--- src/rtl/muldiv_sequencer.sv ---
// Iterative RV32M multiply/divide unit: one shift-add or restoring-divide
// step per cycle over XLEN cycles, with single-cycle divide special cases.
module muldiv_sequencer #(
    parameter int XLEN = 32
) (
    input  logic            clock,
    input  logic            reset,
    input  logic            start,
    input  logic [2:0]      funct3,
    input  logic [XLEN-1:0] rs1,
    input  logic [XLEN-1:0] rs2,
    input  logic            flush,
    output logic            ready,
    output logic            result_valid,
    output logic [XLEN-1:0] result
);
    localparam int CW = $clog2(XLEN);
    localparam logic [XLEN-1:0] MIN_NEG = {1'b1, {(XLEN-1){1'b0}}};

    typedef enum logic [1:0] {IDLE, CALC, DONE} state_t;

    state_t            state_q, state_d;
    logic [CW-1:0]     cnt_q, cnt_d;
    logic [2:0]        op_q, op_d;
    logic [XLEN-1:0]   addend_q, addend_d;
    logic [2*XLEN-1:0] prod_q, prod_d;
    logic              neg_q, neg_d;
    logic [XLEN-1:0]   stage_q, stage_d;
    logic [XLEN-1:0]   result_q, result_d;

    logic              sa, sb, is_div, div_zero, div_ovf;
    logic [XLEN-1:0]   a_abs, b_abs, special_res, fin_res, quo, rem;
    logic [XLEN:0]     mul_sum;
    logic [XLEN+1:0]   trial;
    logic [2*XLEN-1:0] mul_next, div_next, iter_next, mul_signed;

    // Operand signedness: MULH/DIV/REM both signed, MULHSU only rs1.
    always_comb begin
        sa          = rs1[XLEN-1] & (funct3 == 3'b001 || funct3 == 3'b010 ||
                                     funct3 == 3'b100 || funct3 == 3'b110);
        sb          = rs2[XLEN-1] & (funct3 == 3'b001 || funct3 == 3'b100 ||
                                     funct3 == 3'b110);
        a_abs       = sa ? -rs1 : rs1;
        b_abs       = sb ? -rs2 : rs2;
        is_div      = funct3[2];
        div_zero    = (rs2 == '0);
        div_ovf     = !funct3[0] && (rs1 == MIN_NEG) && (rs2 == '1);
        special_res = div_zero ? (funct3[1] ? rs1 : '1)
                               : (funct3[1] ? '0  : MIN_NEG);
    end

    // prod_q is {product_hi, multiplier} for MUL and {remainder, quotient} for DIV.
    always_comb begin
        mul_sum   = {1'b0, prod_q[2*XLEN-1:XLEN]} + {1'b0, addend_q};
        mul_next  = prod_q[0] ? {mul_sum, prod_q[XLEN-1:1]} : {1'b0, prod_q[2*XLEN-1:1]};
        trial     = {1'b0, prod_q[2*XLEN-1:XLEN-1]} - {2'b0, addend_q};
        div_next  = trial[XLEN+1] ? {prod_q[2*XLEN-2:0], 1'b0}
                                  : {trial[XLEN-1:0], prod_q[XLEN-2:0], 1'b1};
        iter_next = op_q[2] ? div_next : mul_next;

        mul_signed = neg_q ? -iter_next : iter_next;
        quo        = neg_q ? -iter_next[XLEN-1:0] : iter_next[XLEN-1:0];
        rem        = neg_q ? -iter_next[2*XLEN-1:XLEN] : iter_next[2*XLEN-1:XLEN];
        case (op_q)
            3'b000:         fin_res = mul_signed[XLEN-1:0];
            3'b100, 3'b101: fin_res = quo;
            3'b110, 3'b111: fin_res = rem;
            default:        fin_res = mul_signed[2*XLEN-1:XLEN];
        endcase
    end

    always_comb begin
        state_d  = state_q;
        cnt_d    = cnt_q;
        op_d     = op_q;
        addend_d = addend_q;
        prod_d   = prod_q;
        neg_d    = neg_q;
        stage_d  = stage_q;
        result_d = result_q;
        case (state_q)
            IDLE: begin
                if (start && !flush) begin
                    op_d     = funct3;
                    cnt_d    = '0;
                    addend_d = is_div ? b_abs : a_abs;
                    prod_d   = {{XLEN{1'b0}}, (is_div ? a_abs : b_abs)};
                    // Remainder takes the dividend's sign; everything else sA^sB.
                    neg_d    = (is_div && funct3[1]) ? sa : (sa ^ sb);
                    if (is_div && (div_zero || div_ovf)) begin
                        stage_d = special_res;
                        state_d = DONE;
                    end else begin
                        state_d = CALC;
                    end
                end
            end
            CALC: begin
                if (flush) begin
                    state_d = IDLE;
                end else begin
                    prod_d = iter_next;
                    cnt_d  = cnt_q + 1'b1;
                    if (cnt_q == CW'(XLEN-1)) begin
                        stage_d = fin_res;
                        state_d = DONE;
                    end
                end
            end
            DONE: begin
                state_d = IDLE;
                if (!flush) result_d = stage_q;
            end
            default: state_d = IDLE;
        endcase
    end

    always_ff @(posedge clock) begin
        if (reset) begin
            state_q  <= IDLE;
            cnt_q    <= '0;
            op_q     <= '0;
            addend_q <= '0;
            prod_q   <= '0;
            neg_q    <= 1'b0;
            stage_q  <= '0;
            result_q <= '0;
        end else begin
            state_q  <= state_d;
            cnt_q    <= cnt_d;
            op_q     <= op_d;
            addend_q <= addend_d;
            prod_q   <= prod_d;
            neg_q    <= neg_d;
            stage_q  <= stage_d;
            result_q <= result_d;
        end
    end

    // A flush in DONE kills the pulse and leaves the held result untouched.
    assign ready        = (state_q == IDLE);
    assign result_valid = (state_q == DONE) && !flush;
    assign result       = result_valid ? stage_q : result_q;
endmodule

--- config.mk ---
export PLATFORM = sky130hd
export DESIGN_NAME = muldiv_sequencer
export DESIGN_NICKNAME = d
export VERILOG_FILES = /design/src/rtl/muldiv_sequencer.sv
export SDC_FILE = /design/constraint.sdc
export NUM_CORES = 1
export LEC_CHECK = 0
export BUFFER_PORTS_ARGS = -buffer_cell sky130_fd_sc_hd__buf_2
export CORE_MARGIN = 8
export CORE_UTILIZATION = 51
export CTS_BUF_LIST = sky130_fd_sc_hd__clkbuf_8
export DETAILED_ROUTE_END_ITERATION = 8
export GPL_TIMING_DRIVEN = 0
export HOLD_SLACK_MARGIN = 0.15
export PLACE_DENSITY_LB_ADDON = 0.08
export SLEW_MARGIN = 25
export SYNTH_ARGS = -nofsm -noshare
export SYNTH_HDL_FRONTEND = slang
export SYNTH_SLANG_ARGS = --single-unit
--- constraint.sdc ---
create_clock -name clock -period 9.59 [get_ports clock]
set_input_delay 0.959 -clock clock [delete_from_list [all_inputs] [get_ports clock]]
set_output_delay 0.959 -clock clock [all_outputs]
set_load 0.1 [all_outputs]
==> metrics.txt <==
status complete, no violations; relative slew slack 20.8%; cell mode on critical path buf_2; Critical Path Fanout Max 10; Pwr Total ~0.0022 W; CTS tree done; EDFF count, synth 0; initial antenna violation count 0; area share of the largest cell type after synthesis between 20% and 30%; via count 20,400; vias in the first global route about 18,000; commonest cells in the netlist nor2_1, a21oi_1, nand2_1; CP delay by family, top simple AND/OR/NAND/NOR gates; Flop pwr share 35.8%; GRT overflow 0; power density cells 116 nW/um^2; Final Hold Violating Endpoints 0; initial core utilization around 50%; CP Capture Point stage_q[30]; Max IR drop VDD approximately 0.12 mV; switch share 44.6%; Logic pwr share 40.3%; Clock Power Share 23.8%; Die H 199 um; Total GRT Usage a little under two fifths; slowest stage delay, CP 0.54 ns; flop2flop setup slack about 2.7 ns; clock skew 0.0278 ns; post-synthesis mux area share 5.62%; H-Tree Level Count 4; Yosys reg bits 171; asr flop ratio synth 0%; f_max 0.145 GHz; WHS Path Cells 2; drt drc 0; Max Cap Violations 0; top cell type by total area after synthesis dfxtp_1; Bufs and invs on worst path 7; layout cell share with drive strength beyond 1 10.3%; final wirelength 78,100 um; CTS Sinks about 170; Synthesized Nets 2,544; Boundary Pins 105; setup-violating endpoint count in the final report 0; Vias/cell 6.84; die width about 200 um; Antenna Diode Count 0; crit path launch op_q[2]; worst-margin pin slew 1.16 ns; Synth Area in Adders 5.43%; CP Cell Sequence buf_6, buf_2, buf_2, buf_2, buf_2, buf_2, mux2i_1, ha_1, o21ai_0, or4_4, or2_4, or3_4, o21a_1, buf_6, o41ai_4, or3b_1, or4_1, o211a_1, nor3_2, o21ai_1, a311oi_2; Synth Cell Area 17,100 um^2; clk_lat worst skew between 0.5 and 0.6 ns; Root Driver clkbuf_8; largest net degree at the start of global routing 18; post-synth cell types 96; Internal between 0.001 and 0.0015 W; worst path required time 10.02 ns; worst hold slack 0.466 ns; first-pass GRT wire length ~110,000 um; hold crit path type reg2reg; First DRT Iteration DRCs 3,040; largest family of logic cells by synthesized area compound AO/OA/AOI/OAI gates; CP startpoint kind flop; postcts setup bufs 0; min Tclk post-route 6.89 ns; Worst R2R End stage_q[30]; Critical Path Stages 21; # port buffers 101; crit path DAT 7.32 ns; cell row count 67; XOR/XNOR Fraction of Synth Area ~6.4%; nets 2,664; crit path max-delay cell type o41ai_4; post_cts resized 0; Non-Filler Instances 2,981; leakage approximately 7.1 nW; maximum root-to-sink buffer count 2; post-DR wirelength/cell between 20 and 30 um; Reg-to-Reg Start op_q[2]; sequential area share after synthesis between 20% and 30%; switching power around 0.00096 W; drt pass-1 iters 6; CTS buffer count 17; top cells by area, synth dfxtp_1, nor2_1, a21oi_1; most numerous cell in the Yosys netlist nor2_1; RSZ-0062 raised after global routing false; FF-to-FF path depth 21; Tcrit/Tclk final 71.9%; Layout area overhead 8.61%; cell count after synthesis 2,400; Syn Area/Cell 7.12 um^2; clock-pin slew on the worst setup and hold paths 0.12 ns; CTS Hold Bufs 0; die area between 30,000 and 40,000 um^2; Placer Congestion 1.04; Post-Synth Simple-Gate Area between 20% and 30%; yosys warns 0; Worst setup EP type flop; Cells after DPL 2,949; setup tns final 0 ns; Slew Viols, Final 0; Crit Path Class reg2reg; final core utilization 55.8%; Core Region 33,300 um^2; Main synth FF type dfxtp_1; ANT nets after route 0; Synth Area in Compound Gates 31.1%; Final HPWL DP 63,400 um
==> sequential cells by signal, summed over array words and instances, names as in the netlist <==
name      cells
addend_q     32
cnt_q         5
neg_q         1
op_q          3
prod_q       64
result_q     32
stage_q      32
state_q       2
==> kinds of logic after synthesis <==
kind of cell,count (synthesis)
AND/OR/NAND/NOR,913
adder cells (fa/ha/maj),73
buffers and inverters,241
flip-flops,171
AO/OA/AOI/OAI,788
multiplexers,90
XOR/XNOR,124
==> layer usage <==
layer  global-route usage [%]  wire length [um]  part of all wire (%)  up-vias
li1                         -                 -                     -     9146
met1                     52.4             32200                    41     9600
met2                     53.0             31100                    40     1404
met3                     10.5             10000                    13      247
met4                     20.4              4740                   6.1        0
met5                        0                 0                     0        -
==> layout by cell type (no fill, tap or decap), types with 16 or more instances in the layout <==
cell type	n
a22oi_1	32
and2_1	18
nand2b_1	27
o21a_1	21
dfxtp_1	171
inv_1	75
or2_2	20
nand4_1	46
o211ai_1	31
nand2_1	190
a311oi_1	30
or3_1	25
a211oi_1	84
xor2_1	65
a21oi_1	191
nor4_1	21
nor3_1	82
xnor2_1	59
nor2_1	317
a21o_1	22
mux2_2	38
clkbuf_1	137
mux2i_1	51
or4_1	17
o31ai_1	31
ha_1	71
clkbuf_8	17
nand3_1	41
nor2b_1	51
a31oi_1	24
o21ai_0	156
and3_1	16
buf_2	116
==> how the worst min path moves through the flow <==
stage | endpoint | slack (ns) | start
6_report | cnt_q[4] | 0.47 | cnt_q[4]
2_1_floorplan | stage_q[18] | 0.43 | stage_q[18]
5_1_grt | cnt_q[4] | 0.50 | cnt_q[4]
3_3_place_gp | cnt_q[4] | 0.45 | cnt_q[4]
4_1_cts | cnt_q[4] | 0.47 | cnt_q[4]
3_5_place_dp | cnt_q[4] | 0.45 | cnt_q[4]
==> final cells by class <==
| type | count | area, um^2 |
|---|---|---|
| Inverter | 76 | 285 |
| Clock buffer | 17 | 234 |
| Multi-Input combinational cell | 1988 | 12800 |
| Tap cell | 448 | 561 |
| Sequential cell | 171 | 3420 |
| Fill cell | 3412 | 14700 |
| Buffer | 165 | 662 |
| Timing Repair Buffer | 101 | 505 |
| Clock inverter | 15 | 136 |
==> power by group through the flow <==
stage | Sequential, W | Combinational [W] | Clock, W
6_report | 0.000772 | 0.000870 | 0.000514
5_1_grt | 0.000773 | 0.000920 | 0.000538
4_1_cts | 0.000768 | 0.000830 | 0.000507
3_5_place_dp | 0.000785 | 0.000825 | 0
3_3_place_gp | 0.000784 | 0.000817 | 0
2_1_floorplan | 0.000768 | 0.000556 | 0
==> stage by stage <==
stage	cell area [um^2]	setup WS, ns
6_report	18600	2.70
5_1_grt	18600	2.63
4_1_cts	18600	2.91
3_5_place_dp	18200	2.96
3_3_place_gp	18200	3.02
2_1_floorplan	17100	4.06
==> tightest hold or removal path, stage by stage (launching register included) <==
cell,delay [ns]
dfxtp_1,0.33
nand2_1,0.05
a21oi_1,0.05
Power figures use the tool's default switching activity.
